`src/rtl/if_stage_if.sv`:
```
// Instruction-memory bus between the fetch stage and a combinational IMEM.
// The fetch stage is the master that drives the address.
interface if_stage_if;
    logic [15:0] imem_addr;
    logic [15:0] imem_data;

    modport master (
        output imem_addr,
        input  imem_data
    );

    modport slave (
        input  imem_addr,
        output imem_data
    );
endinterface

```
`src/rtl/if_stage.sv`:
```
// Fetch stage: PC register, IF/ID register, HLT freeze, redirect flush.
// Optional load-use stall counter enabled by macro IF_STALL_CNT_EN.
module if_stage #(
    parameter logic [15:0] RESET_PC   = 16'h0000,
    parameter logic [15:0] NOP_INSTR  = 16'h0000,
    parameter logic [3:0]  HLT_OPCODE = 4'hF
) (
    input  logic        clk,
    input  logic        rst,
    input  logic        pc_stall,
    input  logic        ifid_stall,
    input  logic        redirect_en,
    input  logic [15:0] redirect_pc,
    if_stage_if.master  imem,
    output logic [15:0] d_instr,
    output logic [15:0] d_pc_plus1,
    output logic        d_valid,
    output logic        halted,
    output logic [15:0] stall_cycles
);

    logic [15:0] pc_q, pc_d;
    logic [15:0] instr_q, instr_d;
    logic [15:0] pcp1_q, pcp1_d;
    logic        valid_q, valid_d;
    logic        halt_q, halt_d;
    logic        pc_stall_on;
    logic        ifid_stall_on;
    logic [15:0] pc_inc;
    logic        hlt_fetch;

    // Unknown or floating stall lines must never freeze the pipe.
    assign pc_stall_on   = (pc_stall === 1'b1);
    assign ifid_stall_on = (ifid_stall === 1'b1);
    assign pc_inc        = pc_q + 16'd1;
    assign hlt_fetch     = (imem.imem_data[15:12] == HLT_OPCODE);

    always_comb begin
        pc_d    = pc_q;
        instr_d = instr_q;
        pcp1_d  = pcp1_q;
        valid_d = valid_q;
        halt_d  = halt_q;
        if (redirect_en) begin
            pc_d    = redirect_pc;
            instr_d = NOP_INSTR;
            pcp1_d  = 16'h0000;
            valid_d = 1'b0;
            halt_d  = 1'b0;
        end else if (halt_q) begin
            instr_d = NOP_INSTR;
            pcp1_d  = 16'h0000;
            valid_d = 1'b0;
        end else begin
            if (!pc_stall_on) begin
                pc_d = pc_inc;
            end
            if (!ifid_stall_on) begin
                instr_d = imem.imem_data;
                pcp1_d  = pc_inc;
                valid_d = 1'b1;
                halt_d  = hlt_fetch;
            end
        end
    end

    always_ff @(posedge clk) begin
        if (rst) begin
            pc_q    <= RESET_PC;
            instr_q <= NOP_INSTR;
            pcp1_q  <= 16'h0000;
            valid_q <= 1'b0;
            halt_q  <= 1'b0;
        end else begin
            pc_q    <= pc_d;
            instr_q <= instr_d;
            pcp1_q  <= pcp1_d;
            valid_q <= valid_d;
            halt_q  <= halt_d;
        end
    end

`ifdef IF_STALL_CNT_EN
    logic [15:0] cnt_q, cnt_d;

    always_comb begin
        cnt_d = cnt_q;
        if (pc_stall_on && !redirect_en && (cnt_q != 16'hFFFF)) begin
            cnt_d = cnt_q + 16'd1;
        end
    end

    always_ff @(posedge clk) begin
        if (rst) begin
            cnt_q <= 16'h0000;
        end else begin
            cnt_q <= cnt_d;
        end
    end

    assign stall_cycles = cnt_q;
`else
    assign stall_cycles = 16'h0000;
`endif

    assign imem.imem_addr = pc_q;
    assign d_instr        = instr_q;
    assign d_pc_plus1     = pcp1_q;
    assign d_valid        = valid_q;
    assign halted         = halt_q;

endmodule

```
`src/flat_wrapper.sv`:
```
// flat-port wrapper written by rule: the top's interface ports become plain ports
module if_stage_flat 
#(
    parameter logic [15:0] RESET_PC   = 16'h0000,
    parameter logic [15:0] NOP_INSTR  = 16'h0000,
    parameter logic [3:0]  HLT_OPCODE = 4'hF
)
  (clk, rst, pc_stall, ifid_stall, redirect_en, redirect_pc, d_instr, d_pc_plus1, d_valid, halted, stall_cycles, imem_imem_addr, imem_imem_data);
  if_stage_if imem_i ();
  input  logic clk;
  input  logic rst;
  input  logic pc_stall;
  input  logic ifid_stall;
  input  logic redirect_en;
  input  logic [15:0] redirect_pc;
  output logic [15:0] d_instr;
  output logic [15:0] d_pc_plus1;
  output logic d_valid;
  output logic halted;
  output logic [15:0] stall_cycles;
  output wire logic [$bits(imem_i.imem_addr)-1:0] imem_imem_addr;
  input wire logic [$bits(imem_i.imem_data)-1:0] imem_imem_data;
  assign imem_imem_addr = imem_i.imem_addr;
  assign imem_i.imem_data = imem_imem_data;
  if_stage #(.RESET_PC(RESET_PC), .NOP_INSTR(NOP_INSTR), .HLT_OPCODE(HLT_OPCODE)) u_core (.clk(clk), .rst(rst), .pc_stall(pc_stall), .ifid_stall(ifid_stall), .redirect_en(redirect_en), .redirect_pc(redirect_pc), .imem(imem_i), .d_instr(d_instr), .d_pc_plus1(d_pc_plus1), .d_valid(d_valid), .halted(halted), .stall_cycles(stall_cycles));
endmodule
```
`config.mk`:
```
export PLATFORM = sky130hd
export DESIGN_NAME = if_stage_flat
export DESIGN_NICKNAME = d
export VERILOG_FILES = /design/src/rtl/if_stage_if.sv /design/src/rtl/if_stage.sv /design/src/flat_wrapper.sv
export SDC_FILE = /design/constraint.sdc
export NUM_CORES = 1
export LEC_CHECK = 0
export ABC_AREA = 1
export BUFFER_PORTS_ARGS = -buffer_cell sky130_fd_sc_hd__buf_2
export CAP_MARGIN = 10
export CORE_ASPECT_RATIO = 0.7
export CORE_MARGIN = 8
export CORE_UTILIZATION = 51
export CTS_CLUSTER_SIZE = 24
export DETAILED_ROUTE_END_ITERATION = 16
export PLACE_DENSITY_LB_ADDON = 0.15
export RECOVER_POWER = 25
export SYNTH_ARGS = -nofsm -noshare
export SYNTH_HDL_FRONTEND = slang
export SYNTH_SLANG_ARGS = --single-unit
```
`constraint.sdc`:
```
create_clock -name clk -period 3.1 [get_ports clk]
set_clock_uncertainty 0.2 [all_clocks]
set_input_delay 0.31 -clock clk [delete_from_list [all_inputs] [get_ports clk]]
set_output_delay 0.31 -clock clk [all_outputs]
set_load 0.1 [all_outputs]
```
Word-level counts from Yosys, hierarchy flattened
Index checks and enable logic that the tools add are counted.
{ "totals": {"register_bits": 50, "latchBits": 0, "ramBits": 0, "mem_bits_ro": 0, "in_bits": 37, "out_inout_bits": 66, "elab_cells": 19, "mem_count": 0} }
{ "op_classes": {"addsub": 1, "n_mul": 0, "n_div": 0, "magnitude_cmp": 0, "eq_ne": 5, "shifts": 0, "n_mux": 5, "n_bitwise": 0, "reduce_logical": 3} }
{ "op_table": {"columns": ["operator", "n"], "rows": [
  ["16-bit 2-to-1 mux", 3],
  ["16-bit by 1-bit adder with 16-bit output, second input constant", 1],
  ["4-bit equality test, second input constant", 1],
  ["2-bit != test, second input constant", 2],
  ["3-bit OR reduction", 1],
  ["1-bit === test, second input constant", 2],
  ["1-bit 2-to-1 mux", 2],
  ["2-bit AND reduction", 1],
  ["2-bit OR reduction", 1]
]} }

Logic depth before layout (Yosys ltp)
{ "logic_depth": {"ltp_word": 4, "mapped_depth": 9, "depth_no_buf": 9} }

Worst setup path after synthesis
No wires, ideal clock.
{ "synth_path": {"path_type": "reg-to-reg", "start": "register u_core.pc_q[0] (netlist: u_core.imem.imem_addr[0])", "end": "register u_core.pcp1_q[14] (netlist: u_core.d_pc_plus1[14])", "setup_time_ps": 113, "t_arrival_ps": 2023, "required_ps": 2787, "path_slack_ps": 764, "stages_incl_launch_ff": 9, "path_buffers": 0, "synth_period_minus_slack_ps": 2336, "cell_sequence": "dfxtp_1 -> ha_1 -> nand3_2 -> nor2_2 -> nand3_1 -> nand2_1 -> nand2_1 -> o21ai_1 -> inv_1"} }
{ "synth_via": {"elab_chain_cells": 1} }
{ "synth_lines": {"columns": ["item", "line_no", "text"], "rows": [
  ["start: declaration", "if_stage.sv:22", "logic [15:0] pc_q, pc_d;"],
  ["start signal: assignment", "if_stage.sv:75", "pc_q <= pc_d;"],
  ["16-bit by 1-bit adder with 16-bit output", "if_stage.sv:35", "assign pc_inc = pc_q + 16'd1;"],
  ["end signal: assignment", "if_stage.sv:77", "pcp1_q <= pcp1_d;"],
  ["end: declaration", "if_stage.sv:24", "logic [15:0] pcp1_q, pcp1_d;"]
]} }
No other way between the ends.
A chain may end at the register's enable or synchronous reset.

Final worst setup path
{ "layout_path": {"start": "register u_core.instr_q[13] (netlist: u_core.d_instr[13])", "end": "output d_instr[13]"} }
{ "layout_rtl": {"columns": ["item", "line_no", "text"], "rows": [
  ["start: declaration", "if_stage.sv:23", "logic [15:0] instr_q, instr_d;"],
  ["start signal: assignment", "if_stage.sv:76", "instr_q <= instr_d;"],
  ["end: declaration", "flat_wrapper.sv:16", "output logic [15:0] d_instr;"]
]} }
No word-level cell between the ends.

==> summary.txt <==
Clock network
  • CTS Buf Count: 5
  • Clk buf depth: 2
  • # resized after CTS: 0
  • Hold Buf Count CTS: 0
  • H-tree levels: 2
  • Clock sinks: 50
  • Post-CTS setup buffer count: 0
  • CTS tree: built
  • Reg clk slew, reported paths: 90 ps
  • Worst-skew pair later-pin latency: 300 ps
  • Root cell of the clock tree: clkbuf_8

Drt
  • 1st-iter DRT viols: 159
  • Vias: 2416
  • Vias/cell: 4.79
  • Final WL: 6.56 mm
  • Wire per inst: 13.0 um
  • Drt pass-1 iters: 4
  • Residual DRC count: 0
  • Post-DRT Antenna Nets: 0

Synth
  • Syn_area_per_cell: 6.76 um2
  • Cell Area, Synth: 2470 um2
  • Synth Area in Compound Gates: 0.125
  • XOR/XNOR Fraction of Synth Area: 0.0248
  • Post-synthesis adder-cell area fraction: 0.00506
  • Post-synthesis simple-gate area fraction: 0.290
  • Ys Warns: 0
  • Register area share after synthesis: 0.405
  • Mux cell area share after synthesis: 0
  • FF+latch count, synth: 50
  • Synth Instances: 366
  • Largest family of logic cells by synthesized area: simple AND/OR/NAND/NOR gates
  • Unique masters post-synth: 32

Global route
  • Initial antenna violation count: 0
  • Tot GR Track Use: 0.174
  • Met2 Track Usage GR: 0.265
  • Met1 Resource Use GR: 0.232
  • Number of global-route vias before repair: 2182
  • Pin count of the biggest net entering global routing: 32
  • Wire length of the first global-routing pass: 10.3 mm
  • GRT overflow: 0
  • Busiest grt layer: met2
  • Met3 track demand over resource: 0.0579

Timing
  • Slew headroom: 0.220
  • Final TNS setup: 0 ps
  • Final Max Tran Viols: 0
  • Endpoints failing hold: 0
  • Worst slew pin tran: 1180 ps
  • Achievable frequency: 497 MHz
  • Min cycle time layout: 2010 ps
  • Final period util: 0.649
  • Worst Setup Slack, final: 1090 ps
  • Final setup viols: 0
  • RSZ-0062 raised after global routing: false

Placement
  • GPL Wtd Cong: 0.903
  • Port Buffers: 86
  • Detailed Place HPWL: 5.05 mm
  • Worst slack at placement: 1120 ps

Layout
  • P&R area growth vs syn: 19.1%
  • # diodes: 0
  • Reg area: 1000 um2
  • Multi-input combinational cell area: 1160 um2
  • Fillers: 465
  • Nets: 484
  • Layout cells sized above 1: 0.228

Power and ir drop
  • P_leak: 1.53 nW
  • Power Total: 1.56 mW
  • Max IR drop VDD: 251 uV
  • PwrDens: 530 nW/um2

Worst setup path
  • Nature of the critical path startpoint: register
  • Buf/Inv on CP: 1
  • Worst reg2reg path depth: 6
  • CP top delay family: buffers and inverters
  • Reg2Reg Setup Slack: 1260 ps
  • End of the critical path: d_instr[13]
  • Critical R2R Launch: u_core.imem.imem_addr[0]
  • CP max-delay cell: clkbuf_1
  • CP startpoint: u_core.d_instr[13]
  • Cells along the critical path: clkbuf_1
  • Worst stage delay on the critical path: 870 ps
  • Crit path DAT: 1500 ps
  • Crit-path max FO: 2
  • Critical path required time: 2590 ps
  • Crit. End Element: output port
  • Crit Path Category: reg -> out
  • CP Depth: 1
  • Reg2reg end: u_core.imem.imem_addr[6]

Floorplanning
  • Die height: 74.3 um
  • Top Ports: 103
  • Initial Utilization: 0.523
  • Die width: 99.2 um
  • Core Box Area: 4730 um2
  • Rows: 21
  • Die area: 7370 um2

Min path
  • Hold Crit Class: in -> reg
  • Worst Hold Depth: 3

Run
  • Max-cap violations: 0

Run status
  • Status: finished clean
## cell usage after synthesis, drive strengths merged
master	instances	area, um2
a41oi	1	8.76
nand3b	1	7.51
o21ai	24	128
clkinv	1	3.75
clkbuf	9	35.0
nand2	103	397
xnor2	2	17.5
xor2	5	43.8
conb	1	3.75
nor4	1	6.26
nor3	2	15.0
a31oi	4	25.0
nand4	3	18.8
ha	1	12.5
buf	22	156
nand3	11	65.1
inv	46	173
dfxtp	50	1000
a21oi	29	149
nor2	50	208
## layout by cell type (no fill, tap or decap), drive strengths merged
cell / Yosys / final
nand2: 103 / 103
conb: 1 / 16
nand3b: 1 / 1
xor2: 5 / 5
nand4: 3 / 3
ha: 1 / 1
buf: 22 / 78
nor4: 1 / 1
clkbuf: 9 / 18
clkinv: 1 / 2
o21ai: 24 / 24
a31oi: 4 / 4
dfxtp: 50 / 50
nor3: 2 / 2
nand3: 11 / 11
a41oi: 1 / 1
xnor2: 2 / 2
inv: 46 / 46
nor2: 50 / 50
a21oi: 29 / 29
## layout make-up
cell class / count / area share
Inverter: 47 / 0.0599
Multi-Input combinational cell: 253 / 0.392
Clock inverter: 1 / 0.00297
Timing Repair Buffer: 89 / 0.148
Clock buffer: 7 / 0.0327
Tap cell: 57 / 0.0242
Sequential cell: 50 / 0.340
## flip-flops by register name (all words and copies together) (netlist names)
name                   cells
u_core.d_instr            16
u_core.d_pc_plus1         16
u_core.imem.imem_addr     16
u_core.d_valid             1
u_core.halted              1
## power breakdown
part / total [mW] / leakage (nW) / switching (mW) / internal (mW)
Clock: 0.414 / 0.0544 / 0.209 / 0.205
Combinational: 0.452 / 1.06 / 0.383 / 0.0693
Sequential: 0.696 / 0.409 / 0.0265 / 0.670
## routing by layer
layer  routed length (um)  up-vias
met4                   27        0
met3                  581        2
met2                 2880       83
met5                    0        -
li1                     -     1263
met1                 3070     1068
## worst reg2reg max path: cells and delay by family (launching register included)
kind | cells | cell delay [ps]
compound gates | 1 | 120
xor+xnor | 1 | 290
fa+ha+maj | 1 | 260
flops | 1 | 490
simple gates | 3 | 420
## cell families (layout without fill, tap and decap cells)
| kind of cell | after synthesis | count (layout) |
|---|---|---|
| and+or+nand+nor | 171 | 171 |
| buffers and inverters | 78 | 144 |
| AOI/OAI and AO/OA | 58 | 58 |
| DFF | 50 | 50 |
| xor gates and xnor gates | 7 | 7 |
| adders and majority gates | 1 | 1 |
| other | 1 | 16 |
## worst min-delay path by stage
stage                                 start                end
final                     imem_imem_data[7]  u_core.d_instr[7]
after global routing      imem_imem_data[8]  u_core.d_instr[8]
after CTS                 imem_imem_data[0]  u_core.d_instr[0]
after detailed placement  u_core.d_instr[8]  u_core.d_instr[8]
after global placement    u_core.d_instr[8]  u_core.d_instr[8]
after floorplan           imem_imem_data[1]  u_core.d_instr[1]
## metrics by stage
stage	util	cell area, um2	cells	hold slack (ps)
after floorplan	-	2530	381	255
after global placement	0.605	2860	496	239
after detailed placement	0.605	2860	496	247
after CTS	0.628	2970	504	43.2
after global routing	0.623	2950	504	47.2
final	0.623	2950	504	49.4
No activity file was read; power rests on OpenSTA's default activity.
